[config.mk]
export PLATFORM = sky130hd
export DESIGN_NAME = msix_msg_gen
export DESIGN_NICKNAME = d
export VERILOG_FILES = /design/src/rtl/msix_msg_gen_pkg.sv /design/src/rtl/msix_msg_gen_rr_arbiter.sv /design/src/rtl/msix_msg_gen.sv
export SDC_FILE = /design/constraint.sdc
export NUM_CORES = 1
export LEC_CHECK = 0
export CORE_AREA = 2 2 270 272
export CTS_BUF_LIST = sky130_fd_sc_hd__clkbuf_8
export DETAILED_ROUTE_END_ITERATION = 6
export DIE_AREA = 0 0 272 274
export GPL_ROUTABILITY_DRIVEN = 0
export HOLD_SLACK_MARGIN = 0.06
export PLACE_DENSITY = 0.79
export SYNTH_ARGS = -nofsm -noshare
export SYNTH_HDL_FRONTEND = slang
export SYNTH_SLANG_ARGS = --single-unit
[constraint.sdc]
create_clock -name clk -period 6.9 [get_ports clk]
set_clock_uncertainty 0.1 [all_clocks]
set_input_delay 1.035 -clock clk [delete_from_list [all_inputs] [get_ports clk]]
set_output_delay 1.035 -clock clk [all_outputs]
set_load 0.01 [all_outputs]
[src/rtl/msix_msg_gen_pkg.sv]
// Shared types for the MSI-X message generator: table entry layout and FSM states.
package msix_pkg;

  typedef logic [31:0] U32;
  typedef logic [63:0] U64;

  typedef struct packed {
    U64   addr;
    U32   data;
    logic mask;
  } msix_entry_t;

  typedef enum logic [1:0] {
    IDLE,
    ARB,
    SEND
  } msix_state_e;

endpackage

[src/rtl/msix_msg_gen_rr_arbiter.sv]
// Combinational round-robin picker: lowest requesting index at or above ptr, wrapping.
module rr_arbiter #(
  parameter int N = 8,
  parameter int W = $clog2(N)
) (
  input  logic [N-1:0] req,
  input  logic [W-1:0] ptr,
  output logic [W-1:0] gnt_idx,
  output logic         gnt_vld
);

  always_comb begin
    int unsigned pos;
    gnt_idx = '0;
    gnt_vld = 1'b0;
    pos     = 0;
    for (int unsigned k = 0; k < N; k++) begin
      pos = (32'(ptr) + k) % N;
      if (!gnt_vld && req[pos[W-1:0]]) begin
        gnt_vld = 1'b1;
        gnt_idx = pos[W-1:0];
      end
    end
  end

endmodule

[src/rtl/msix_msg_gen.sv]
// MSI-X message generator: vector table, pending bits, round-robin issue of one
// DW memory write per message over a valid/ready channel.
module msix_msg_gen
  import msix_pkg::*;
#(
  parameter int NUM_VEC = 8,
  parameter int VEC_W   = $clog2(NUM_VEC)
) (
  input  logic               clk,
  input  logic               rst,
  input  logic               msix_en,
  input  logic               func_mask,
  input  logic [NUM_VEC-1:0] intr_req,
  input  logic               tbl_wr_en,
  input  logic [VEC_W-1:0]   tbl_wr_idx,
  input  logic [63:0]        tbl_wr_addr,
  input  logic [31:0]        tbl_wr_data,
  input  logic               tbl_wr_mask,
  output logic               wr_valid,
  input  logic               wr_ready,
  output logic [63:0]        wr_addr,
  output logic [31:0]        wr_data,
  output logic [VEC_W-1:0]   wr_vec,
  output logic [NUM_VEC-1:0] pba,
  output logic               busy
);

  msix_state_e        state, state_nxt;
  msix_entry_t        tbl [NUM_VEC];
  logic [VEC_W-1:0]   ptr;
  logic [NUM_VEC-1:0] mask_vec, set_vec, clr_vec, elig, elig_pre;
  logic               gate;
  logic [VEC_W-1:0]   gnt_idx;
  logic               gnt_vld;

  always_comb begin
    mask_vec = '0;
    for (int unsigned i = 0; i < NUM_VEC; i++) mask_vec[i] = tbl[i].mask;
  end

  assign gate     = msix_en & ~func_mask;
  assign set_vec  = intr_req & {NUM_VEC{msix_en}};
  assign elig     = pba & ~mask_vec & {NUM_VEC{gate}};
  // Leaving IDLE looks at requests landing this cycle so ARB lines up with pba setting.
  assign elig_pre = (pba | set_vec) & ~mask_vec & {NUM_VEC{gate}};

  rr_arbiter #(.N(NUM_VEC), .W(VEC_W)) u_arb (
    .req     (elig),
    .ptr     (ptr),
    .gnt_idx (gnt_idx),
    .gnt_vld (gnt_vld)
  );

  always_comb begin
    state_nxt = state;
    clr_vec   = '0;
    case (state)
      IDLE: if (|elig_pre) state_nxt = ARB;
      ARB: begin
        if (gnt_vld) begin
          clr_vec[gnt_idx] = 1'b1;
          state_nxt        = SEND;
        end else begin
          state_nxt = IDLE;
        end
      end
      SEND: if (wr_ready) state_nxt = IDLE;
      default: state_nxt = IDLE;
    endcase
  end

  always_ff @(posedge clk) begin
    if (rst) begin
      state   <= IDLE;
      ptr     <= '0;
      pba     <= '0;
      wr_addr <= '0;
      wr_data <= '0;
      wr_vec  <= '0;
      for (int unsigned i = 0; i < NUM_VEC; i++) begin
        tbl[i].addr <= '0;
        tbl[i].data <= '0;
        tbl[i].mask <= 1'b1;
      end
    end else begin
      state <= state_nxt;
      // Set wins over the ARB clear so a same-cycle request yields another message.
      pba   <= (pba & ~clr_vec) | set_vec;
      if (tbl_wr_en) begin
        tbl[tbl_wr_idx].addr <= tbl_wr_addr;
        tbl[tbl_wr_idx].data <= tbl_wr_data;
        tbl[tbl_wr_idx].mask <= tbl_wr_mask;
      end
      if (state == ARB && gnt_vld) begin
        wr_addr <= tbl[gnt_idx].addr;
        wr_data <= tbl[gnt_idx].data;
        wr_vec  <= gnt_idx;
        ptr     <= gnt_idx + 1'b1;
      end
    end
  end

  assign wr_valid = (state == SEND);
  assign busy     = (state != IDLE);

endmodule

==> run metrics <==
crit path kind=register to register; Power Dens Cells=259 nW/µm²; post-synth top area share=57.6%; drt total wl=112 mm; gr usage total=30.0%; status=finished with violations; CTS buffer count=146; Final Setup Violations=0; GRT met2 Usage=48.9%; Max FO, Critical Path=54; fillers=5132; fin crit share=85.8%; Hold Fails Final Rpt=0; Core Area=72000 µm²; CP max-delay cell=dfxtp_1; critical-path cell list=inv_2 -> ha_1 -> or4b_1 -> nand4_1 -> nand2_1 -> a221oi_2 -> nor4_1 -> nor4b_4 -> a21o_4 -> buf_12 -> mux2_2 -> a221oi_1 -> a211oi_1; DRT Pass-1 Iters=7; Sink Count=888; Die X=272 µm; leak pwr=16.3 nW; met1 GRT Util=38.5%; relative slew slack=17.4%; CP max stage delay=0.80 ns; vias per inst=6.26; unrepaired setup endpoints after global routing=no; Post-synth EDFFs=776; f_max=0.169 GHz; routed len/inst=25.8 µm; worst skew pair latency=0.79 ns; pre-CTS WS=0.800 ns; synthesis-stage register bit count=888; Clock Pin Slew Worst Setup and Hold Paths=0.06 ns; MaxCap Viol Count=0; synth cell count leaders=776 x edfxtp_1, 775 x and2_1, 168 x mux2i_1; Worst-Margin Slew=1.24 ns; Final WS setup=0.982 ns; Avg Inst Size Synth=13.2 µm²; Yosys cell types=81; Max Buffers Root-to-Sink=3; Max VDD drop=165 µV; largest net degree at the start of global routing=111; Syn Std Cell Area=40500 µm²; CP endpoint kind=register; Startpoint Class=register; Slew Viols, Final=0; drt drc=1; DRC marker count from the first detailed-route iteration=3053; hold buffer count at cts=0; ys flop type=edfxtp_1; Worst Hold Class=register to register; warnings from Yosys=0; ys async rst share=0%; CTS tree=yes; CP required=7.40 ns; Layout area overhead=14.7%; Yosys top cell by area=edfxtp_1; Post-Synthesis Cells=3057; initial antenna violation count=22; vias in the first global route=27800; r2r setup slk=0.98 ns; post-synthesis net count=3173; cell family with most CP delay=simple AND/OR/NAND/NOR gates; share of cells above drive strength 1=10.9%; Resized Gates After CTS=0; CTS root buf=clkbuf_8; die area=74500 µm²; port bufs=222; die height=274 µm; row cnt=99; post-route ant nets=0; vias=27200; min Tclk post-route=5.92 ns; Finished Layout Cells=4344; I/O Pins=223; Placed Instances=4059; Congestion Overflow GR=0; htree depth=4; Seq/Total Area, Yosys=63.1%; DP HPWL=58.4 mm; first-pass GRT wire length=168 mm; buffers and inverters on the worst path=2; grt peak-use layer=met2; Initial Util=56.3%; total negative slack=0 ns; Synth area leaders=edfxtp_1 58%, and2_1 12%, dfxtp_1 5.5%; failing checks=design-rule violations; met3 Use GR=7.30%; Post-CTS Setup Bufs=0; Final #Nets=3364; crit path DAT=6.42 ns; Final Util=64.5%; most common cell in the synthesized netlist=edfxtp_1
cell type report:
| class | count | area [µm²] | share of cell area (%) |
|---|---|---|---|
| multi-input combinational | 1876 | 13900 | 29.8 |
| sequential | 888 | 25500 | 55.0 |
| timing repair buffer | 275 | 2810 | 6.04 |
| clock inverter | 106 | 527 | 1.13 |
| inverter | 61 | 229 | 0.493 |
| tap | 959 | 1200 | 2.58 |
| antenna | 16 | 40.0 | 0.0862 |
| clock buffer | 163 | 2240 | 4.83 |
worst reg2reg max path: stages (launching register included):
cell and delay [ns]:
dfxtp_1 0.80, inv_2 0.23, ha_1 0.59, or4b_1 0.58, nand4_1 0.31, nand2_1 0.16, a221oi_2 0.47, nor4_1 0.16
nor4b_4 0.54, a21o_4 0.44, buf_12 0.38, mux2_2 0.43, a221oi_1 0.39, a211oi_1 0.15
final timing paths:
path / cells past startpoint / to / from
max: 13 / wr_data[24] / ptr[0]
min: 2 / wr_vec[2] / wr_vec[2]
min reg2reg: 2 / wr_vec[2] / wr_vec[2]
max reg2reg: 13 / wr_data[24] / ptr[0]
sequential cells by signal (all words and copies together), names as in the netlist:
| signal | count |
|---|---|
| tbl | 776 |
| wr_addr | 64 |
| wr_data | 32 |
| pba | 8 |
| ptr | 3 |
| wr_vec | 3 |
| state | 2 |
where the power goes:
part | leakage [nW] | switching, mW | internal [mW] | total, mW
registers | 8.34 | 0.106 | 6.15 | 6.26
clock network | 1.64 | 2.11 | 2.25 | 4.36
logic | 6.32 | 0.875 | 0.527 | 1.40
total | 16.3 | 3.09 | 8.93 | 12.0
through the flow:
step | area (µm²) | hold WS (ns) | total power, mW
after floorplan | 40500 | 0.336 | 7.20
after global placement | 43600 | 0.348 | 7.69
after detailed placement | 43600 | 0.356 | 7.75
after CTS | 46400 | 0.364 | 12.0
after global routing | 46400 | 0.409 | 12.4
final | 46500 | 0.360 | 12.0
logic make-up after synthesis:
| family | share of synthesized area, % |
|---|---|
| AND/OR/NAND/NOR | 15.8 |
| AO/OA/AOI/OAI | 9.67 |
| adder cells (fa/ha/maj) | 0.0618 |
| XOR/XNOR | 0.130 |
| multiplexers | 8.19 |
| flip-flops | 63.1 |
| buffers and inverters | 3.05 |
cell usage in the layout (no fill, tap or decap), types with 20 or more instances in the layout:
| cell | netlist | routed |
|---|---|---|
| a211oi_1 | 134 | 134 |
| dfxtp_1 | 112 | 112 |
| o22a_1 | 68 | 68 |
| a21oi_1 | 40 | 39 |
| edfxtp_1 | 776 | 776 |
| and2_1 | 775 | 775 |
| mux2i_1 | 168 | 168 |
| mux2_2 | 73 | 73 |
| nor3_1 | 22 | 20 |
| nor2_1 | 108 | 102 |
| buf_4 | 11 | 39 |
| inv_1 | 60 | 119 |
| a2111o_1 | 57 | 57 |
| mux2_1 | 70 | 70 |
| clkbuf_8 | 0 | 163 |
| nand2_1 | 72 | 71 |
| a221oi_1 | 70 | 70 |
| clkdlybuf4s50_1 | 0 | 221 |
per-layer routing:
layer | up-vias | part of all wire [%]
met5 | - | 0.097
met4 | 18 | 3.5
met3 | 296 | 10
met2 | 1606 | 48
met1 | 13500 | 39
li1 | 11700 | -
Note: power is estimated with default switching activity, not from simulation.
